==> config.mk <==
export PLATFORM = sky130hd
export DESIGN_NAME = otter_iobus_timer
export DESIGN_NICKNAME = d
export VERILOG_FILES = /design/src/rtl/otter_iobus_timer.sv
export SDC_FILE = /design/constraint.sdc
export NUM_CORES = 1
export LEC_CHECK = 0
export CAP_MARGIN = 20
export CELL_PAD_IN_SITES_DETAIL_PLACEMENT = 1
export CELL_PAD_IN_SITES_GLOBAL_PLACEMENT = 1
export CORE_UTILIZATION = 40
export DETAILED_ROUTE_END_ITERATION = 8
export PLACE_DENSITY_LB_ADDON = 0.1
export SETUP_SLACK_MARGIN = 0.1
export SYNTH_ARGS = -nofsm -noshare
export SYNTH_HDL_FRONTEND = slang
export SYNTH_SLANG_ARGS = --single-unit
==> constraint.sdc <==
create_clock -name CLK -period 3.15 [get_ports CLK]
set_input_delay 0.4725 -clock CLK [delete_from_list [all_inputs] [get_ports CLK]]
set_output_delay 0.4725 -clock CLK [all_outputs]
set_load 0.05 [all_outputs]
==> src/rtl/otter_iobus_timer.sv <==
// OTTER IOBUS timer: prescaled 32-bit counter with compare match and sticky interrupt.
// Define OTTER_TIMER_MATCHES_EN to add the saturating MATCHES counter at offset 0x14.
module otter_iobus_timer #(
   parameter logic [31:0] BASE_ADDR  = 32'h1100_0200,
   parameter int          PRESCALE_W = 16
) (
   input  logic        CLK,
   input  logic        RST,
   input  logic [31:0] IOBUS_ADDR,
   input  logic [31:0] IOBUS_OUT,
   input  logic        IOBUS_WR,
   output logic [31:0] RD_DATA,
   output logic        RD_HIT,
   output logic        INT
);

   logic                  in_win;
   logic [2:0]            offs;
   logic                  wr_hit;
   logic                  wr_ctrl, wr_pre, wr_cmp, wr_cnt, wr_sts;
   logic                  ctrl_en, ctrl_ar, ctrl_ie;
   logic [PRESCALE_W-1:0] prescale;
   logic [PRESCALE_W-1:0] ps;
   logic [31:0]           compare;
   logic [31:0]           count;
   logic                  pend;
   logic                  tick;
   logic                  cmp_eq;
   logic                  match;
   logic                  en_rise;
   logic [31:0]           rd_mux;
   logic                  unused_addr;

   assign in_win      = (IOBUS_ADDR[31:5] == BASE_ADDR[31:5]);
   assign offs        = IOBUS_ADDR[4:2];
   assign unused_addr = ^IOBUS_ADDR[1:0];
   assign wr_hit      = IOBUS_WR & in_win;

   assign wr_ctrl = wr_hit & (offs == 3'd0);
   assign wr_pre  = wr_hit & (offs == 3'd1);
   assign wr_cmp  = wr_hit & (offs == 3'd2);
   assign wr_cnt  = wr_hit & (offs == 3'd3);
   assign wr_sts  = wr_hit & (offs == 3'd4);

   assign tick    = ctrl_en & (ps == prescale);
   assign cmp_eq  = (count == compare);
   // A software COUNT write suppresses both the increment and the match check
   assign match   = tick & ~wr_cnt & cmp_eq;
   assign en_rise = wr_ctrl & IOBUS_OUT[0] & ~ctrl_en;

   assign INT = pend & ctrl_ie;

`ifdef OTTER_TIMER_MATCHES_EN
   logic       wr_mat;
   logic [7:0] matches;

   assign wr_mat = wr_hit & (offs == 3'd5);

   always_ff @(posedge CLK) begin
      if (RST) begin
         matches <= 8'd0;
      end else if (wr_mat) begin
         matches <= 8'd0;
      end else if (match && matches != 8'hFF) begin
         matches <= matches + 8'd1;
      end
   end
`endif

   always_comb begin
      rd_mux = 32'd0;
      case (offs)
         3'd0:    rd_mux = {29'd0, ctrl_ie, ctrl_ar, ctrl_en};
         3'd1:    rd_mux = 32'(prescale);
         3'd2:    rd_mux = compare;
         3'd3:    rd_mux = count;
         3'd4:    rd_mux = {31'd0, pend};
`ifdef OTTER_TIMER_MATCHES_EN
         3'd5:    rd_mux = {24'd0, matches};
`endif
         default: rd_mux = 32'd0;
      endcase
   end

   always_ff @(posedge CLK) begin
      if (RST) begin
         ctrl_en  <= 1'b0;
         ctrl_ar  <= 1'b0;
         ctrl_ie  <= 1'b0;
         prescale <= '0;
         ps       <= '0;
         compare  <= 32'hFFFF_FFFF;
         count    <= 32'd0;
         pend     <= 1'b0;
         RD_DATA  <= 32'd0;
         RD_HIT   <= 1'b0;
      end else begin
         if (en_rise) begin
            ps <= '0;
         end else if (ctrl_en) begin
            ps <= tick ? '0 : ps + PRESCALE_W'(1);
         end

         // Written EN wins over the one-shot auto-disable
         if (wr_ctrl) begin
            {ctrl_ie, ctrl_ar, ctrl_en} <= IOBUS_OUT[2:0];
         end else if (match && !ctrl_ar) begin
            ctrl_en <= 1'b0;
         end

         if (wr_pre) prescale <= IOBUS_OUT[PRESCALE_W-1:0];
         if (wr_cmp) compare  <= IOBUS_OUT;

         if (wr_cnt) begin
            count <= IOBUS_OUT;
         end else if (tick) begin
            if (!cmp_eq) begin
               count <= count + 32'd1;
            end else if (ctrl_ar) begin
               count <= 32'd0;
            end
         end

         if (match) begin
            pend <= 1'b1;
         end else if (wr_sts && IOBUS_OUT[0]) begin
            pend <= 1'b0;
         end

         RD_HIT  <= in_win;
         RD_DATA <= in_win ? rd_mux : 32'd0;
      end
   end

endmodule

==> results of run 1 <==
## synthesized netlist by cell type (13+ instances only)
cell type / n / area (um^2)
nor4_1: 32 / 200
nand4_1: 19 / 119
clkbuf_1: 40 / 150
nor2_1: 95 / 357
dfxtp_1: 133 / 2660
a22oi_1: 36 / 270
xnor2_1: 13 / 114
o21ai_0: 13 / 65.1
xor2_1: 58 / 508
mux2i_1: 48 / 480
nand2_1: 79 / 297
nand3_1: 24 / 120
o211ai_1: 15 / 113
a21oi_1: 31 / 155
## layout make-up
type                       count  share of cell area, %
clock buffer                  21                   5.29
clock inverter                 9                   1.48
inverter                      11                  0.474
multi-input combinational    586                   44.2
sequential                   133                   30.6
tap                          220                   3.16
timing repair buffer         132                   14.8
## registers in the layout, summed over array words and instances, names as in the netlist
signal    cells
prescale     16
ctrl_en       1
RD_HIT        1
RD_DATA      32
count        32
ctrl_ar       1
ps           16
ctrl_ie       1
pend          1
compare      32
## worst paths after layout
kind,to,slack (ps)
max,count[31],430
min,pend,500
max reg2reg,count[31],430
min reg2reg,pend,500
## power by group through the flow
stage / clock [mW] / combinational, mW / sequential (mW)
after floorplan: 0 / 0.0861 / 1.72
final: 2.01 / 0.215 / 1.70
after global placement: 0 / 0.209 / 1.73
after global routing: 2.12 / 0.227 / 1.70
after CTS: 2.04 / 0.214 / 1.69
after detailed placement: 0 / 0.212 / 1.73
## stage by stage
step,hold WS (ps),instances
floorplan,456,785
global placement,480,1082
detailed placement,495,1082
CTS,503,1112
global route,535,1112
finish,498,1112
## metal layers
metal | wire [um] | part of all wire [%] | up-vias
met5 | 0 | 0 | -
li1 | - | - | 2992
met3 | 1240 | 5.4 | 46
met2 | 10800 | 47 | 213
met1 | 10000 | 44 | 3108
met4 | 727 | 3.2 | 0
## worst register-to-register path: cells and delay by family (launching register included)
family,cells,cell delay [ps]
simple gates,5,1560
xor+xnor,1,120
flops,1,460
compound gates,1,180
buf+inv,1,300
## cell families after synthesis
group,count (synthesis)
xor+xnor,71
flops,133
simple gates,317
compound gates,137
mux,59
buf+inv,66
fa+ha+maj,2
==> impl_metrics.tcl, run 1 <==
set metrics [dict create \
    status "finished, final reports clean" \
    nNetsFinal 950 \
    ys.flop_type "dfxtp_1" \
    power.clock.fraction_pct 51.3 \
    io_pins 101 \
    drtIter0Drc 312 \
    dieHeight_um 132 \
    fill_cells 1933 \
    drcViolationCount 0 \
    clock_skew_ps 6.91 \
    antenna_found_initial 0 \
    vias_per_cell 5.72 \
    final_antenna_net_count 0 \
    hold_violations 0 \
    layout_setup_ws_ps 427 \
    drt-total-wl_um 22800 \
    worstSetupStartpoint "count[30]" \
    cp_slowest_cell "nor4_1" \
    ys_ff_latch 133 \
    min_from "pend" \
    postSynthCellCount 785 \
    synth_fa_ha_area_share_pct 0.368 \
    maxSlewHeadroom_pct 27.2 \
    crit_top_cell "nor4_1" \
    p_switching_uw 849 \
    grtUsageMet1_pct 32.6 \
    register_area_mm2 0.00266 \
    multi_input_area_mm2 0.00385 \
    path_class "reg -> reg" \
    holdPathStages 2 \
    cts_buffer_depth 2 \
    fmax_mhz 367 \
    vias 6359 \
    die_area_mm2 0.0175 \
    rows 47 \
    tightest_slew_ps 1090 \
    drv_cap 0 \
    insertion_delay_ps 420 \
    avgSynthCellArea_um2 8.65 \
    final_common_cell "dfxtp_1" \
    seq_area_frac_synth_pct 39.2 \
    cts-root-buf "clkbuf_16" \
    tns_ps 0 \
    placed_cell_area_mm2 0.00811 \
    synth_mux_area_share_pct 9.23 \
    post-cts-setup-buffers 0 \
    worstReg2RegStart "count[30]" \
    rsz0062_at_grt "no" \
    place_worst_setup_slack_ps 40.1 \
    required_ps 3480 \
    synth_top_family_by_area "simple AND/OR/NAND/NOR gates" \
    synth_simple_gate_area_share_pct 23.1 \
    yosysUniqueCellTypes 60 \
    crit_chain "xor2_1 > nor4_1 > nand4_1 > nor2_1 > buf_4 > nor4b_1 > o21a_1 > nor4_1" \
    setup_violations 0 \
    drive_gt1_share_pct 11.8 \
    grt_usage_pct 26.8 \
    grt_overflow 0 \
    top_usage_layer "met2" \
    p_leak_nw 3.18 \
    cts_buffers 17 \
    crit_family "simple AND/OR/NAND/NOR gates" \
    peakVddDrop_mv 0.371 \
    initial_core_util_pct 41.0 \
    crit_fanout 12 \
    synth-edff-count 0 \
    syn_nets 854 \
    fp.dieW_um 132 \
    period_minus_slack_ps 2720 \
    start_kind "flop" \
    worst-path-buf-inv 1 \
    mostFrequentLayoutCells "dfxtp_1 (133), clkdlybuf4s50_1 (98), nor2_1 (95), nand2_1 (79), xor2_1 (58)" \
    grt_max_degree 45 \
    cts_sinks 133 \
    tritoncts "done" \
    synth_xor_area_share_pct 9.15 \
    power_frac_seq_pct 43.2 \
    synthArstFlopShare_pct 0 \
    first_pass_iters 5 \
    grt_pass1_vias 6713 \
    path_clk_slew_ps 60 \
    power_density_mw_per_mm2 451 \
    groute.layer.met2.usage_pct 45.5 \
    rr_worst_depth 8 \
    power_mw 3.92 \
    area_delta_synth_final_pct 28.1 \
    critPathArrivalTime_ps 3050 \
    port_buffers 98 \
    intPower_mw 3.07 \
    worstHoldPathType "reg -> reg" \
    ctsHtreeMaxLevel 4 \
    grtUsageMet3_pct 5.88 \
    antenna_cells 0 \
    slew_viol_final 0 \
    worstSetupPathDepth 8 \
    grt_pass1_wl_um 36400 \
    ctsHoldBuffers 0 \
    crit_path_max_incr_delay_ps 480 \
    dp_hpwl_um 16500 \
    design_area_mm2 0.00870 \
    fp.coreArea_mm2 0.0166 \
    synth_area_mm2 0.00679 \
    p_sw_share_pct 21.7 \
    synth_compound_area_share_pct 14.7 \
    drt-wirelength-per-cell_um 20.5 \
    fin_crit_sh_pct 86.5 \
    place.gp.congestion 0.891 \
    final_util_pct 52.5 \
    p_comb_share_pct 5.5 \
    yosysWarnings 0 \
    end_kind "flop" \
    post_cts_resized 0 \
]
Power figures use the tool's default switching activity.
==> run 2: changes to the inputs <==
==> constraint.sdc (replaced) <==
create_clock -name CLK -period 2.62 [get_ports CLK]
set_input_delay 0.393 -clock CLK [delete_from_list [all_inputs] [get_ports CLK]]
set_output_delay 0.393 -clock CLK [all_outputs]
set_load 0.05 [all_outputs]
==> impl_metrics.tcl, run 2 (synthesized netlist as in run 1, its figures left out) <==
set metrics [dict create \
    fin_crit_sh_pct 98.6 \
    drive_gt1_share_pct 19.0 \
    final_common_cell "dfxtp_1" \
    whs_ps 485 \
    grt_pass1_wl_um 37600 \
    antenna_found_initial 0 \
    end_kind "flop" \
    endpoint "count[1]" \
    area_delta_synth_final_pct 36.7 \
    worstSetupStartpoint "prescale[0]" \
    crit_fanout 5 \
    drv_cap 0 \
    fp.coreArea_mm2 0.0166 \
    place.gp.congestion 0.909 \
    cts_sinks 133 \
    cts-root-buf "clkbuf_16" \
    mostFrequentLayoutCells "dfxtp_1 (122), clkdlybuf4s50_1 (98), nor2_1 (93), nand2_1 (79), buf_4 (67)" \
    rows 47 \
    ctsHtreeMaxLevel 4 \
    vias_per_cell 5.68 \
    cts_buffer_depth 2 \
    io_pins 101 \
    ctsHoldBuffers 0 \
    rsz0062_at_grt "yes" \
    power_density_mw_per_mm2 529 \
    setup_violations 0 \
    insertion_delay_ps 430 \
    drt-total-wl_um 24300 \
    r2r_setup_slack_ps 40 \
    power_mw 4.91 \
    grt_pass1_vias 6830 \
    vias 6583 \
    largest_registers "RD_DATA x32, compare x32, count x32" \
    initial_core_util_pct 41.0 \
    tritoncts "done" \
    design_area_mm2 0.00929 \
    nNetsFinal 996 \
    maxSlewHeadroom_pct 64.4 \
    crit_path_max_incr_delay_ps 560 \
    slew_viol_final 0 \
    rr_endpoint "count[1]" \
    dieHeight_um 132 \
    required_ps 2950 \
    drt-wirelength-per-cell_um 21.0 \
    drtIter0Drc 371 \
    dp_hpwl_um 17100 \
    critPathArrivalTime_ps 2920 \
    drcViolationCount 0 \
    hold_violations 0 \
    die_area_mm2 0.0175 \
    grt_max_degree 45 \
    grt_usage_pct 28.0 \
    path_class "reg -> reg" \
    tightest_slew_ps 534 \
    path_clk_slew_ps 60 \
    worstHoldPathType "reg -> reg" \
    port_buffers 98 \
    worstReg2RegStart "prescale[0]" \
    fp.dieW_um 132 \
    placed_cell_area_mm2 0.00837 \
    period_minus_slack_ps 2580 \
    p_leak_nw 3.48 \
    fmax_mhz 387 \
    cts_buffers 17 \
    clock_skew_ps 10.5 \
    status "finished, final reports clean" \
    start_kind "flop" \
    cp_slowest_cell "or4_4" \
    rr_worst_depth 8 \
    antenna_cells 0 \
    final_util_pct 56.0 \
    peakVddDrop_mv 0.425 \
    final_antenna_net_count 0 \
    grt_overflow 0 \
    crit_chain "xor2_2 > or4_4 > or4_4 > o21ai_4 > buf_4 > buf_4 > nor2_1 > a211oi_1" \
    first_pass_iters 5 \
]
[run 2: cell count changes in the layout (fill, tap and decap cells not counted), moves of 3 or more]
cell	delta
buf_6	+4
nor4_1	-5
nor4_2	+4
o21ai_0	-3
buf_12	+4
dfxtp_1	-11
buf_4	+37
dfxtp_2	+9
[run 2: worst min-delay path by stage]
stage | slack [ps] | cells after the start | startpoint | to
finish | 480 | 2 | pend | pend
floorplan | 460 | 2 | pend | pend
CTS | 480 | 2 | pend | pend
global route | 520 | 2 | pend | pend
global placement | 480 | 2 | pend | pend
detailed placement | 480 | 2 | pend | pend
[run 2: cell type report]
type	instances	area, um^2
Clock buffer	20	467
Clock inverter	12	176
Fill cell	1919	7300
Inverter	11	41.3
Multi-Input combinational cell	586	3940
Sequential cell	133	2680
Tap cell	220	275
Timing Repair Buffer	178	1700
[run 2: per-layer routing]
layer | global-route usage (%) | part of all wire (%) | up-vias
li1 | - | - | 3088
met1 | 34.6 | 43 | 3240
met2 | 46.9 | 48 | 208
met3 | 5.88 | 5.3 | 47
met4 | 12.3 | 3.2 | 0
met5 | 0 | 0 | -
[run 2: report_power, final]
part	internal [mW]	switching (mW)	total, mW
registers	2.02	0.0103	2.04
clock network	1.67	0.946	2.61
logic	0.141	0.124	0.266
total	3.83	1.08	4.91
[run 2: critical path, delay by kind of cell (launching register included)]
family	cells	cell delay [ps]
xor gates and xnor gates	1	180
and+or+nand+nor	3	1120
DFF	1	360
AOI/OAI and AO/OA	2	540
buffers and inverters	2	270
[run 2: metrics by stage]
stage / setup TNS [ps] / worst slack, ps / instances
3_3_place_gp: -1840 / -118 / 1111
2_1_floorplan: 0 / 241 / 785
5_1_grt: 0 / 2.74 / 1160
3_5_place_dp: -4880 / -175 / 1111
4_1_cts: 0 / 95.2 / 1147
6_report: 0 / 37.9 / 1160
[run 2: what timing repair did]
action / CTS / global route
pin swaps: 3 / 10
setup endpoints to repair: 27 / 45
setup buffers: 4 / 13
gates resized for setup: 8 / 33
gates cloned: 0 / 0
